==> src/rtl/uart_tx_fifo.sv <==
// Buffered UART transmitter: bytes enter a circular FIFO through valid/ready
// and leave back-to-back on tx as 8N1, 8E1, 8N2 or 8E2 frames.
module uart_tx_fifo #(
  parameter int UART_BAUD      = 9600,
  parameter int INPUT_CLOCK    = 50000000,
  parameter int CLOCKS_PER_BIT = INPUT_CLOCK / UART_BAUD,
  parameter int FIFO_DEPTH     = 4,
  parameter int PARITY_EN      = 0,
  parameter int STOP_BITS      = 1
) (
  input  logic                        clk,
  input  logic                        rst,
  input  logic [7:0]                  data_in,
  input  logic                        data_in_valid,
  output logic                        data_in_ready,
  output logic                        tx,
  output logic                        busy,
  output logic [$clog2(FIFO_DEPTH):0] fifo_count
);

  localparam int PTR_W       = $clog2(FIFO_DEPTH);
  localparam int CNT_W       = PTR_W + 1;
  localparam int STOP_CYCLES = STOP_BITS * CLOCKS_PER_BIT;
  localparam int CYC_W       = $clog2(STOP_CYCLES);

  localparam logic [CYC_W-1:0] CELL_LAST  = CYC_W'(CLOCKS_PER_BIT - 1);
  localparam logic [CYC_W-1:0] STOP_LAST  = CYC_W'(STOP_CYCLES - 1);
  localparam logic [CNT_W-1:0] FULL_COUNT = CNT_W'(FIFO_DEPTH);

  typedef enum logic [2:0] {
    S_IDLE   = 3'd0,
    S_START  = 3'd1,
    S_DATA   = 3'd2,
    S_PARITY = 3'd3,
    S_STOP   = 3'd4
  } state_t;

  function automatic logic even_parity(input logic [7:0] value);
    even_parity = ^value;
  endfunction

  state_t           state_q, state_d;
  logic [CYC_W-1:0] cyc_q, cyc_d;
  logic [2:0]       bit_q, bit_d;
  logic [7:0]       shift_q, shift_d;
  logic             parity_q, parity_d;
  logic             tx_q, tx_d;
  logic             busy_q, busy_d;
  logic             ready_q, ready_d;
  logic [7:0]       mem_q [FIFO_DEPTH];
  logic [7:0]       mem_d [FIFO_DEPTH];
  logic [PTR_W-1:0] wr_ptr_q, wr_ptr_d;
  logic [PTR_W-1:0] rd_ptr_q, rd_ptr_d;
  logic [CNT_W-1:0] count_q, count_d;
  logic             push_s;
  logic             pop_s;
  logic             fifo_empty_s;

  // ready is registered, so a full FIFO refuses a push even on a pop edge
  assign push_s       = data_in_valid && ready_q;
  assign fifo_empty_s = (count_q == {CNT_W{1'b0}});

  // FIFO storage, pointers, occupancy and the flags derived from them
  always_comb begin
    mem_d    = mem_q;
    wr_ptr_d = wr_ptr_q;
    rd_ptr_d = rd_ptr_q;
    count_d  = count_q;
    if (push_s) begin
      mem_d[wr_ptr_q] = data_in;
      wr_ptr_d        = wr_ptr_q + PTR_W'(1);
    end else begin
      wr_ptr_d = wr_ptr_q;
    end
    if (pop_s) begin
      rd_ptr_d = rd_ptr_q + PTR_W'(1);
    end else begin
      rd_ptr_d = rd_ptr_q;
    end
    case ({push_s, pop_s})
      2'b10:   count_d = count_q + CNT_W'(1);
      2'b01:   count_d = count_q - CNT_W'(1);
      default: count_d = count_q;
    endcase
    ready_d = (count_d != FULL_COUNT);
    busy_d  = (state_q != S_IDLE) || !fifo_empty_s;
  end

  // Frame sequencer: bit-cell timing, shifting and FIFO pops
  always_comb begin
    state_d  = state_q;
    cyc_d    = cyc_q;
    bit_d    = bit_q;
    shift_d  = shift_q;
    parity_d = parity_q;
    pop_s    = 1'b0;
    case (state_q)
      S_IDLE: begin
        if (!fifo_empty_s) begin
          pop_s    = 1'b1;
          shift_d  = mem_q[rd_ptr_q];
          parity_d = even_parity(mem_q[rd_ptr_q]);
          cyc_d    = {CYC_W{1'b0}};
          state_d  = S_START;
        end else begin
          state_d = S_IDLE;
        end
      end
      S_START: begin
        if (cyc_q == CELL_LAST) begin
          cyc_d   = {CYC_W{1'b0}};
          bit_d   = 3'd0;
          state_d = S_DATA;
        end else begin
          cyc_d = cyc_q + CYC_W'(1);
        end
      end
      S_DATA: begin
        if (cyc_q == CELL_LAST) begin
          cyc_d   = {CYC_W{1'b0}};
          shift_d = {1'b0, shift_q[7:1]};
          if (bit_q == 3'd7) begin
            bit_d   = 3'd0;
            state_d = (PARITY_EN != 0) ? S_PARITY : S_STOP;
          end else begin
            bit_d = bit_q + 3'd1;
          end
        end else begin
          cyc_d = cyc_q + CYC_W'(1);
        end
      end
      S_PARITY: begin
        if (cyc_q == CELL_LAST) begin
          cyc_d   = {CYC_W{1'b0}};
          state_d = S_STOP;
        end else begin
          cyc_d = cyc_q + CYC_W'(1);
        end
      end
      S_STOP: begin
        if (cyc_q == STOP_LAST) begin
          cyc_d = {CYC_W{1'b0}};
          // chaining straight into START keeps frames gap-free
          if (!fifo_empty_s) begin
            pop_s    = 1'b1;
            shift_d  = mem_q[rd_ptr_q];
            parity_d = even_parity(mem_q[rd_ptr_q]);
            state_d  = S_START;
          end else begin
            state_d = S_IDLE;
          end
        end else begin
          cyc_d = cyc_q + CYC_W'(1);
        end
      end
      default: begin
        state_d = S_IDLE;
        cyc_d   = {CYC_W{1'b0}};
        bit_d   = 3'd0;
      end
    endcase
  end

  // Line level for the current state, registered on the next edge
  always_comb begin
    case (state_q)
      S_IDLE:   tx_d = 1'b1;
      S_START:  tx_d = 1'b0;
      S_DATA:   tx_d = shift_q[0];
      S_PARITY: tx_d = parity_q;
      S_STOP:   tx_d = 1'b1;
      default:  tx_d = 1'b1;
    endcase
  end

  // State registers; reset discards queued bytes and any frame in flight
  always_ff @(posedge clk or posedge rst) begin
    if (rst) begin
      state_q  <= S_IDLE;
      cyc_q    <= {CYC_W{1'b0}};
      bit_q    <= 3'd0;
      shift_q  <= 8'h00;
      parity_q <= 1'b0;
      tx_q     <= 1'b1;
      busy_q   <= 1'b0;
      ready_q  <= 1'b1;
      wr_ptr_q <= {PTR_W{1'b0}};
      rd_ptr_q <= {PTR_W{1'b0}};
      count_q  <= {CNT_W{1'b0}};
      for (int i = 0; i < FIFO_DEPTH; i++) begin
        mem_q[i] <= 8'h00;
      end
    end else begin
      state_q  <= state_d;
      cyc_q    <= cyc_d;
      bit_q    <= bit_d;
      shift_q  <= shift_d;
      parity_q <= parity_d;
      tx_q     <= tx_d;
      busy_q   <= busy_d;
      ready_q  <= ready_d;
      wr_ptr_q <= wr_ptr_d;
      rd_ptr_q <= rd_ptr_d;
      count_q  <= count_d;
      for (int i = 0; i < FIFO_DEPTH; i++) begin
        mem_q[i] <= mem_d[i];
      end
    end
  end

  assign data_in_ready = ready_q;
  assign tx            = tx_q;
  assign busy          = busy_q;
  assign fifo_count    = count_q;

endmodule

==> config.mk <==
export PLATFORM = sky130hd
export DESIGN_NAME = uart_tx_fifo
export DESIGN_NICKNAME = d
export VERILOG_FILES = /design/src/rtl/uart_tx_fifo.sv
export SDC_FILE = /design/constraint.sdc
export NUM_CORES = 1
export LEC_CHECK = 0
export CORE_AREA = 3 3 136 72
export CTS_CLUSTER_SIZE = 12
export DETAILED_ROUTE_END_ITERATION = 8
export DIE_AREA = 0 0 139 75
export PLACE_DENSITY = 0.54
export SYNTH_ARGS = -nofsm -noshare
export SYNTH_HDL_FRONTEND = slang
export SYNTH_SLANG_ARGS = --single-unit
==> constraint.sdc <==
create_clock -name clk -period 2.6 [get_ports clk]
set_clock_uncertainty 0.1 [all_clocks]
set_input_delay 0.26 -clock clk [delete_from_list [all_inputs] [get_ports clk]]
set_output_delay 0.26 -clock clk [all_outputs]
set_load 0.01 [all_outputs]
==> results.py <==
metrics = {
    "detailed_routing": {
        "final_antenna_net_count": 0,
        "drc": 0,
        "vias": 2290,
        "post_drt_wl_per_cell_um": 15.69,
        "drt_pass1_iterations": 4,
        "routed_wl_um": 6904,
        "via_per_inst": 5.205,
        "drt_iter0_markers": 125,
    },
    "yosys": {
        "synth_cells": 289,
        "synth-seq-cells": 70,
        "avgSynthCellArea_um2": 12.01,
        "ys_seq_area_share_pct": 50.52,
        "syn_area_um2": 3472,
        "ys_warn_count": 0,
        "synth_cell_types": 48,
        "synth_nets": 309,
    },
    "power": {
        "powerDensity_nw_per_um2": 944.8,
        "fin_total_pwr_w": 0.003921,
        "power_frac_clock_pct": 34.0,
        "p_comb_share_pct": 26.2,
        "p_seq_share_pct": 39.8,
        "p_sw_share_pct": 26.63,
        "p_int_w": 0.002877,
        "p_sw_w": 0.001044,
        "ir_drop_uv": 413.2,
        "p_leak_nw": 1.769,
    },
    "die": {
        "num_rows": 24,
        "dieWidth_um": 139,
        "ios": 17,
        "dieArea_um2": 10430,
        "core_um2": 8648,
        "start_util_pct": 40.15,
        "die_h_um": 75,
    },
    "critical_path": {
        "startpoint_type": "flop",
        "critical_path_arrival_ns": 2.58,
        "required_ns": 2.76,
        "rrSetupSlack_ns": 0.18,
        "cp-end-kind": "flop",
        "cp_max_fo": 4,
        "crit_type": "reg2reg",
    },
    "global_routing": {
        "overflow": 0,
        "grt_max_degree": 55,
        "grt_pass1_wl_um": 11640,
        "grt_util_all_layers_pct": 14.55,
        "grt_pass1_vias": 2371,
        "antenna_found_initial": 0,
    },
    "cts": {
        "insertion_delay_ns": 0.33,
        "root_buffer": "clkbuf_16",
        "cts_buffers": 9,
        "holdBufCountCts": 0,
        "cts.path.max_buffers": 2,
        "clock-sinks": 70,
        "cts_tree": "done",
        "clkSlewWorstSetupHoldPaths_ns": 0.06,
        "cts_max_level": 3,
    },
    "final_layout": {
        "final_common_cell": "dfrtp_1",
        "layout-drive-gt1-share_pct": 27.24,
        "layout.area.seq_um2": 1754,
        "design_area_um2": 4150,
        "nNetsFinal": 338,
        "fin_util_pct": 47.99,
        "multi_input_area_um2": 1607,
        "syn_to_final_growth_pct": 19.53,
        "n_fill_cell": 797,
        "final_cell_mix": "68 x dfrtp_1, 33 x mux2_2, 20 x nand2_1",
        "diodes": 0,
    },
    "timing": {
        "drv_slew": 0,
        "fin_crit_sh_pct": 93.08,
        "finalHoldViolCount": 0,
        "finalSetupViolCount": 0,
        "worst_slew_pin_slew_ns": 0.5594,
        "max_freq_mhz": 413.2,
        "maxSlewHeadroom_pct": 62.61,
        "fin_setup_tns_ns": 0,
        "rsz0062_at_grt": "no",
        "post-route-min-period_ns": 2.420,
    },
    "placed_design": {
        "gp_congestion": 0.7623,
        "dp_hpwl_um": 4694,
        "io_buffers": 16,
        "placed_area_um2": 3796,
    },
    "flow_run": {
        "drv_cap": 0,
    },
    "worst_hold_path": {
        "hp-class": "in2async",
    },
    "run_status": {
        "status": "finished clean",
    },
}
## stage by stage
stage          setup WS, ns  instances  hold slack, ns
2_1_floorplan        0.1072        289          0.3106
5_1_grt             0.03344        440          0.1838
4_1_cts              0.1328        437          0.1578
6_report             0.1799        440          0.1454
3_5_place_dp         0.1382        421          0.3882
3_3_place_gp         0.2552        421          0.3824
## per-layer routing
layer	part of all wire, %	global-route usage, %
met1	46	17.71
met2	49	24.93
met3	3.6	5.076
met4	1.2	4.881
met5	0	0
## timing repair
item	4_1_cts	5_1_grt
resized for setup	0	3
buffers inserted	0	3
endpoints found under the setup margin	0	1
## flip-flops by register name, summed over array words and instances (netlist names)
register / flops
rd_ptr_q: 2
data_in_ready: 1
tx: 1
bit_q: 3
mem_q: 32
state_q: 3
parity_q: 1
shift_q: 8
busy: 1
wr_ptr_q: 2
fifo_count: 3
cyc_q: 13
## Yosys cell counts, drive strengths merged
master | count | area share [%]
nor3 | 6 | 0.86
o32a | 1 | 0.32
and4bb | 3 | 1.1
nor2 | 18 | 2.0
nand3b | 1 | 0.22
a21boi | 1 | 0.32
dfrtp | 68 | 49
nor3b | 1 | 0.22
nand2 | 20 | 2.2
or2 | 1 | 0.18
a22oi | 3 | 0.65
mux4 | 8 | 5.2
mux2 | 33 | 11
and3 | 4 | 0.86
o21a | 1 | 0.22
o41ai | 1 | 0.25
fa | 1 | 0.58
nand3 | 9 | 1.4
ha | 8 | 2.9
nand2b | 1 | 0.18
a31oi | 2 | 0.36
a21o | 3 | 0.65
a31o | 1 | 0.25
xor2 | 4 | 1.0
buf | 6 | 1.5
clkbuf | 6 | 0.68
inv | 11 | 1.2
o21ai | 14 | 2.0
o31ai | 2 | 0.43
and2 | 2 | 0.43
or3 | 2 | 0.36
and3b | 1 | 0.25
and4 | 1 | 0.25
a21oi | 15 | 2.2
xnor2 | 12 | 3.2
nand4 | 2 | 0.36
mux2i | 11 | 3.2
dfstp | 2 | 1.5
a22o | 3 | 0.76
## power groups by stage
stage	Combinational [W]	Sequential (W)	Clock (W)
2_1_floorplan	0.000806	0.00154	0
3_3_place_gp	0.00101	0.00156	0
3_5_place_dp	0.00105	0.00158	0
4_1_cts	0.00106	0.00156	0.00137
5_1_grt	0.00114	0.00160	0.00142
6_report	0.00103	0.00156	0.00133
## worst paths after layout
path	cells after the start	from	endpoint
min in group clk	1	mem_q[11]$_DFFE_PP0P_	mem_q[11]$_DFFE_PP0P_
min reg2reg	1	mem_q[11]$_DFFE_PP0P_	mem_q[11]$_DFFE_PP0P_
max in group asynchronous	3	rst	tx$_DFF_PP1_
max reg2reg	11	cyc_q[1]$_DFFE_PP0P_	data_in_ready$_DFF_PP1_
min	2	rst	fifo_count[0]$_DFF_PP0_
max	11	cyc_q[1]$_DFFE_PP0P_	data_in_ready$_DFF_PP1_
## cell type report
type	instances	area share, %
Inverter	11	0.9949
Multi-Input combinational cell	196	38.71
Sequential cell	70	42.27
Timing Repair Buffer	30	6.693
Tap cell	117	3.527
Clock buffer	11	5.849
Clock inverter	5	1.960
## logic make-up (layout without fill, tap and decap cells)
family                   count (synthesis)  count (layout)  share of synthesized area, %
XOR/XNOR                                16              16                         4.252
adder cells (fa/ha/maj)                  9               9                         3.460
AO/OA/AOI/OAI                           47              47                         8.396
buffers and inverters                   23              57                         3.423
AND/OR/NAND/NOR                         72              72                         10.88
flip-flops                              70              70                         50.52
multiplexers                            52              52                         19.06
## worst max-delay path: stages, from the launching register on
cell	delay [ns]
dfrtp_1	0.37
ha_2	0.21
and4bb_2	0.26
nand3_2	0.10
a21boi_2	0.18
ha_2	0.20
inv_1	0.05
fa_2	0.33
xor2_1	0.14
nor2_1	0.13
xor2_1	0.20
nand2_1	0.07
Power figures use the tool's default switching activity.
